[config.mk]
export PLATFORM = sky130hd
export DESIGN_NAME = egress_frame_scheduler
export DESIGN_NICKNAME = d
export VERILOG_FILES = /design/src/rtl/eth_sched_pkg.sv /design/src/rtl/rr_arbiter.sv /design/src/rtl/egress_frame_scheduler.sv
export SDC_FILE = /design/constraint.sdc
export NUM_CORES = 1
export LEC_CHECK = 0
export CAP_MARGIN = 20
export CORE_ASPECT_RATIO = 1.25
export CORE_MARGIN = 5
export CORE_UTILIZATION = 41
export CTS_CLUSTER_SIZE = 25
export DETAILED_ROUTE_END_ITERATION = 8
export HOLD_SLACK_MARGIN = 0.12
export PLACE_DENSITY = 0.78
export SLEW_MARGIN = 20
export SYNTH_ARGS = -nofsm -noshare
export SYNTH_HDL_FRONTEND = slang
export SYNTH_SLANG_ARGS = --single-unit
[constraint.sdc]
create_clock -name clk -period 2.3 [get_ports clk]
set_clock_uncertainty 0.2 [all_clocks]
set_input_delay 0.46 -clock clk [delete_from_list [all_inputs] [get_ports clk]]
set_output_delay 0.46 -clock clk [all_outputs]
set_load 0.01 [all_outputs]
[src/rtl/eth_sched_pkg.sv]
// Shared types and constants for the egress frame scheduler and its round-robin arbiter.
package eth_sched_pkg;

    typedef enum logic [1:0] {
        IDLE,
        GRANT,
        XMIT,
        GAP
    } sched_state_t;

    localparam int unsigned IFG_DEFAULT          = 12;
    localparam int unsigned PAUSE_QUANTUM_CYCLES = 64;
    localparam int unsigned ETH_MAX_LEN          = 1530;
    localparam int unsigned PAUSE_CNT_W          = 22;

endpackage

[src/rtl/rr_arbiter.sv]
// Combinational round-robin pick: first set request at or after ptr, wrapping to 0.
module rr_arbiter #(
    parameter int unsigned N  = 4,
    parameter int unsigned PW = (N > 1) ? $clog2(N) : 1
) (
    input  logic [N-1:0]  req,
    input  logic [PW-1:0] ptr,
    output logic [N-1:0]  gnt,
    output logic          any
);

    always_comb begin
        logic          found;
        logic [PW-1:0] idx;
        gnt   = '0;
        found = 1'b0;
        idx   = '0;
        for (int unsigned i = 0; i < N; i++) begin
            idx = PW'((32'(ptr) + i) % N);
            if (!found && req[idx]) begin
                gnt[idx] = 1'b1;
                found    = 1'b1;
            end
        end
    end

    assign any = |req;

endmodule

[src/rtl/egress_frame_scheduler.sv]
// Per-port egress scheduler: frame-granular round-robin onto one GMII byte transmitter.
// Optional MAC Control PAUSE support is compiled in when PAUSE_EN is defined.
module egress_frame_scheduler
    import eth_sched_pkg::*;
#(
    parameter int unsigned N_PORTS    = 4,
    parameter int unsigned IFG_CYCLES = IFG_DEFAULT,
    parameter int unsigned MAX_LEN    = ETH_MAX_LEN
) (
    input  logic                 clk,
    input  logic                 rst,
    input  logic [N_PORTS-1:0]   q_req,
    input  logic [N_PORTS*8-1:0] q_data,
    input  logic [N_PORTS-1:0]   q_last,
    output logic [N_PORTS-1:0]   q_rd,
    output logic [N_PORTS-1:0]   q_drop,
    output logic [N_PORTS-1:0]   grant,
    output logic                 tx_dv,
    output logic                 tx_er,
    output logic [7:0]           tx_data,
    input  logic                 pause_valid,
    input  logic [15:0]          pause_quanta,
    output logic                 paused,
    output logic [15:0]          tx_frames
);

    localparam int unsigned PW = (N_PORTS > 1) ? $clog2(N_PORTS) : 1;
    localparam int unsigned CW = $clog2(MAX_LEN + 1);
    localparam int unsigned GW = $clog2(IFG_CYCLES + 1);

    sched_state_t         state_q, state_d;
    logic [PW-1:0]        ptr_q, ptr_d;
    logic [N_PORTS-1:0]   grant_q, grant_d;
    logic [CW-1:0]        cnt_q, cnt_d;
    logic [GW-1:0]        gap_q, gap_d;
    logic                 tx_dv_q, tx_dv_d;
    logic                 tx_er_q, tx_er_d;
    logic [7:0]           tx_data_q, tx_data_d;
    logic [15:0]          tx_frames_q, tx_frames_d;

    logic [N_PORTS-1:0]   arb_gnt;
    logic                 arb_any;
    logic [PW-1:0]        win_idx;
    logic [PW-1:0]        next_ptr;
    logic                 sel_req;
    logic                 sel_last;
    logic [7:0]           sel_data;

    rr_arbiter #(
        .N  (N_PORTS),
        .PW (PW)
    ) u_rr_arbiter (
        .req (q_req),
        .ptr (ptr_q),
        .gnt (arb_gnt),
        .any (arb_any)
    );

    always_comb begin
        win_idx = '0;
        for (int unsigned i = 0; i < N_PORTS; i++) begin
            if (arb_gnt[i]) win_idx = PW'(i);
        end
    end

    assign next_ptr = (win_idx == PW'(N_PORTS - 1)) ? '0 : win_idx + 1'b1;

    // Head of the granted queue; grant_q is one-hot or zero.
    always_comb begin
        sel_data = '0;
        for (int unsigned i = 0; i < N_PORTS; i++) begin
            if (grant_q[i]) sel_data = sel_data | q_data[i*8 +: 8];
        end
    end

    assign sel_req  = |(q_req & grant_q);
    assign sel_last = |(q_last & grant_q);

    always_comb begin
        state_d     = state_q;
        ptr_d       = ptr_q;
        grant_d     = grant_q;
        cnt_d       = cnt_q;
        gap_d       = gap_q;
        tx_frames_d = tx_frames_q;
        tx_dv_d     = 1'b0;
        tx_er_d     = 1'b0;
        tx_data_d   = '0;
        q_rd        = '0;
        q_drop      = '0;
        unique case (state_q)
            IDLE: begin
                if (arb_any && !paused) begin
                    state_d = GRANT;
                    grant_d = arb_gnt;
                    ptr_d   = next_ptr;
                end
            end
            GRANT: begin
                state_d = XMIT;
                cnt_d   = '0;
            end
            XMIT: begin
                // Underrun or a frame reaching MAX_LEN bytes without its FCS end is aborted.
                if (!sel_req || (!sel_last && cnt_q == CW'(MAX_LEN - 1))) begin
                    tx_dv_d   = 1'b1;
                    tx_er_d   = 1'b1;
                    tx_data_d = sel_data;
                    q_drop    = grant_q;
                    grant_d   = '0;
                    gap_d     = '0;
                    state_d   = GAP;
                end else begin
                    q_rd      = grant_q;
                    tx_dv_d   = 1'b1;
                    tx_data_d = sel_data;
                    cnt_d     = cnt_q + 1'b1;
                    if (sel_last) begin
                        tx_frames_d = tx_frames_q + 16'd1;
                        grant_d     = '0;
                        gap_d       = '0;
                        state_d     = GAP;
                    end
                end
            end
            GAP: begin
                if (gap_q == GW'(IFG_CYCLES - 1)) state_d = IDLE;
                else                              gap_d   = gap_q + 1'b1;
            end
        endcase
    end

    always_ff @(posedge clk or posedge rst) begin
        if (rst) begin
            state_q     <= IDLE;
            ptr_q       <= '0;
            grant_q     <= '0;
            cnt_q       <= '0;
            gap_q       <= '0;
            tx_dv_q     <= 1'b0;
            tx_er_q     <= 1'b0;
            tx_data_q   <= '0;
            tx_frames_q <= '0;
        end else begin
            state_q     <= state_d;
            ptr_q       <= ptr_d;
            grant_q     <= grant_d;
            cnt_q       <= cnt_d;
            gap_q       <= gap_d;
            tx_dv_q     <= tx_dv_d;
            tx_er_q     <= tx_er_d;
            tx_data_q   <= tx_data_d;
            tx_frames_q <= tx_frames_d;
        end
    end

`ifdef PAUSE_EN
    logic [PAUSE_CNT_W-1:0] pause_cnt_q, pause_cnt_d;

    always_comb begin
        pause_cnt_d = pause_cnt_q;
        if (pause_valid) begin
            pause_cnt_d = PAUSE_CNT_W'(pause_quanta) * PAUSE_CNT_W'(PAUSE_QUANTUM_CYCLES);
        end else if (pause_cnt_q != '0) begin
            pause_cnt_d = pause_cnt_q - 1'b1;
        end
    end

    always_ff @(posedge clk or posedge rst) begin
        if (rst) pause_cnt_q <= '0;
        else     pause_cnt_q <= pause_cnt_d;
    end

    assign paused = (pause_cnt_q != '0);
`else
    logic unused_pause;
    assign unused_pause = ^{pause_valid, pause_quanta};
    assign paused       = 1'b0;
`endif

    assign grant     = grant_q;
    assign tx_dv     = tx_dv_q;
    assign tx_er     = tx_er_q;
    assign tx_data   = tx_data_q;
    assign tx_frames = tx_frames_q;

endmodule

==> results <==
- The run finished, with violations left.
- The checks that failed: setup timing.
- The HPWL after detailed placement is 6230 um.
- Leaving out fill and tap cells, the most frequent cell in the layout is sky130_fd_sc_hd__clkdlybuf4s50_1.
- TritonCTS built the clock tree.
- The final setup slack of the worst path is -232 ps.
- In the final timing run, aggregate negative setup slack is -1930 ps.
- The global-route congestion overflow total is 0.
- For this block, the via count after detailed routing is 2789.
- The static leakage power is 1.99 nW.
- The number of global-route vias before repair is 2702.
- The required time of the worst setup path is 1640 ps.
- The placeable core region is 6890 um^2.
- At the end of the flow the core is filled with cells to 64.8%.
- A synthesized cell averages 9.85 um^2.
- The classification of the worst-slack hold path is primary input to async pin.
- The category of the worst setup path capture point is an output pin.
- Dividing the detail-routed wire length by the instance count gives 16.4 um.
- After the last flow step, the layout net total stands at 499.
- The fmax is 395 MHz.
- The area growth from synthesis to layout is 55.3%.
- The design draws 0.00434 W.
- In the synthesized netlist, the number of instances is 292.
- The worst-case reg-to-reg path depth is 8.
- Following the worst setup path forward leads to its endpoint at q_rd[1].
- No sink is reached through more buffers than the 2 on the longest clock path.
- The global placer's final weighted congestion is 0.836.
- The initialized floorplan defines 34 standard-cell rows.
- The worst setup path startpoint is cnt_q[3]$_DFFE_PP0P_.
- The all-layer global routing usage is 17.9%.
- Detailed routing placed a total of 4480 um of wire on met2.
- On the worst path, the slowest cell contributes a delay of 370 ps.
- The initial cell density of the core is 41.7%.
- 98 I/O pins were placed.
- The floorplan step defined a die boundary enclosing 8800 um^2.
- The largest net degree at the start of global routing is 27.
- After detailed routing, the number of vias per cell comes to 5.38.
- The signal arrival time at the worst endpoint is 1870 ps.
- The floorplan step set the die width to 84.9 um.
- The critical path goes through nand4_1 > nor4b_4 > buf_4 > a31oi_4 > buf_6 > and2_4 > buf_6.
- The worst hold slack after final layout is 263 ps.
- The proportion of layout cells with a drive suffix above 1 is 28.0%.
- The final critical-path share of the clock period is 110%.
- The DRC violation count after routing is 0.
- The peak supply drop is 0.557 mV.
- The final layout contains routed wiring with a total length of 8490 um.
- Setup repair after global routing could not meet its margin everywhere.
- Clock latency on the worst-skew pair, taken at its later pin, is 290 ps.
- The synthesized design contains 49 register bits.
- Max-cap violations in this run came to 0.
- The count of warnings emitted by yosys is 0.
- The worst setup path is of the flop to output pin kind.
- After the first detailed-routing iteration, the DRC count stood at 205.
- Along the worst path, the maximum fanout reaches 4.
- The synthesized design contains 0 enable-type register cells.
- The first global-routing pass estimated 13000 um of wire.
- The post-CTS clock slew at the launch and capture registers of the worst setup and hold paths is 90 ps.
- The count of input and output buffers is 79.
- Signal routing reaches up to met4.
- The number of antenna violations at the first check in global routing is 0.
- The met1 routed wirelength after detailed routing is 3550 um.
- In this run the critical register-to-register path is captured at grant[0]$_DFFE_PP0P_.
- For this run, the detailed router's first-pass iteration total came to 4.
- Sequential cells were found to cover 42.6% of the synthesized design area.
- The root buffer cell chosen for the clock tree is sky130_fd_sc_hd__clkbuf_8.
- The smallest clock period supported by the final layout is computed as 2530 ps.
- After detailed routing, the met3 layer carries 349 um of wire.
- The final count of hold timing violations is 0.
- The fill cell total of the finished layout is 542.
- The distinct cell type count of the synthesized netlist is 55.
- The worst setup slack for register-to-register paths is -110 ps.
- For this design, the CTS-stage hold fixing added 0 buffers.
- In the layout the commonest cells are sky130_fd_sc_hd__clkdlybuf4s50_1, sky130_fd_sc_hd__buf_4, sky130_fd_sc_hd__dfrtp_1, sky130_fd_sc_hd__nand2_1.
- The number of diodes is 0.
- Counting every net in the synthesized netlist gives 364.
- In this run, CTS created clock tree buffers numbering 5.
- The vertical die dimension is 104 um.
- The max-slew violation count was 0.
- For this design, the sink count on the clock tree is 49.
- In this run the critical register-to-register path is launched from ptr_q[0]$_DFFE_PP0P_.
- The combined area of all synthesized cells is 2880 um^2.
- The maximum level of the CTS H-tree is 2.
- The final number of setup-violating endpoints is 15.
- The residual antenna-violating net count after detailed routing is 0.
- The power per cell area is 972 nW/um^2.
- For this run, asynchronously set or reset flops after synthesis account for 100%.
- The largest individual stage delay along the critical path comes from the cell sky130_fd_sc_hd__dfrtp_1.
- In the synthesized netlist the dominant register cell turns out to be sky130_fd_sc_hd__dfrtp_1.
- STA classifies the critical path startpoint as a flop.
- The most frequent cell on the critical path is sky130_fd_sc_hd__buf_6.
[cells by family (layout without fill, tap and decap cells)]
logic type      count (synthesis)  after routing  share of synthesized area, %
simple gates                   95             95                          17.0
compound gates                 85             85                          21.8
flops                          49             49                          42.6
buf+inv                        25            161                          4.26
xor+xnor                       20             20                          6.09
fa+ha+maj                      13             13                          5.66
mux                             4              4                          2.35
other cells                     1              1                         0.130
[worst max-delay path: cells and delay by family (launching register included)]
kind | cells | cell delay (ps)
flops | 1 | 370
buf+inv | 3 | 440
compound gates | 1 | 90
simple gates | 3 | 670
[Yosys cell counts (all sizes together), types with 3 or more instances]
cell | count | area (um^2)
a21oi | 15 | 75.1
a221o | 3 | 31.3
a22o | 7 | 61.3
a22oi | 21 | 176
a31oi | 3 | 25.0
and2 | 9 | 56.3
and3 | 3 | 18.8
buf | 6 | 51.3
clkbuf | 6 | 22.5
dfrtp | 49 | 1230
ha | 13 | 163
inv | 13 | 48.8
nand2 | 28 | 105
nand3 | 15 | 75.1
nand4 | 6 | 37.5
nor2 | 18 | 67.6
nor2b | 3 | 26.3
o21ai | 22 | 114
xnor2 | 10 | 87.6
xor2 | 10 | 87.6
[report_power, final]
group,switching (W),leakage [nW],internal [W]
clock,0.000269,0.0585,0.000355
sequential,0.000142,0.651,0.00104
combinational,0.00125,1.28,0.00129
[registers in the layout, indices dropped and copies added (netlist names)]
signal,flops
cnt_q,11
gap_q,4
grant,4
ptr_q,2
state_q,2
tx_data,8
tx_dv,1
tx_er,1
tx_frames,16
[worst min-delay path by stage]
stage	to	slack (ps)	cells past startpoint
after floorplan	cnt_q[10]$_DFFE_PP0P_	250	1
after global placement	tx_frames[15]$_DFFE_PP0P_	260	1
after detailed placement	tx_frames[15]$_DFFE_PP0P_	260	1
after CTS	tx_data[6]$_DFF_PP0_	270	2
after global routing	tx_frames[15]$_DFFE_PP0P_	300	2
final	tx_data[6]$_DFF_PP0_	260	2
[cell type report]
cell class	instances	area (um^2)	area share, %
Clock inverter	1	30.0	0.673
Timing Repair Buffer	140	1310	29.3
Clock buffer	7	86.3	1.93
Inverter	13	51.3	1.15
Sequential cell	49	1230	27.5
Tap cell	90	113	2.52
Multi-Input combinational cell	218	1650	36.9
[stage by stage]
step	setup slack (ps)	cells	cell area, um^2
after floorplan	-88.7	292	2900
after global placement	-640	497	4100
after detailed placement	-695	497	4100
after CTS	-211	512	4320
after global routing	-361	518	4460
final	-232	518	4460
[per-layer routing]
layer / vias to the layer above / global-route usage, %
li1: 1327 / -
met1: 1367 / 21.3
met2: 84 / 32.9
met3: 11 / 2.86
met4: 0 / 4.98
met5: - / 0
[repair_timing]
item	CTS	global route
pin swaps	13	17
cloned	0	0
resized for setup	64	27
buffers inserted	7	8
endpoints found under the setup margin	19	27
No activity file was read; power rests on OpenSTA's default activity.
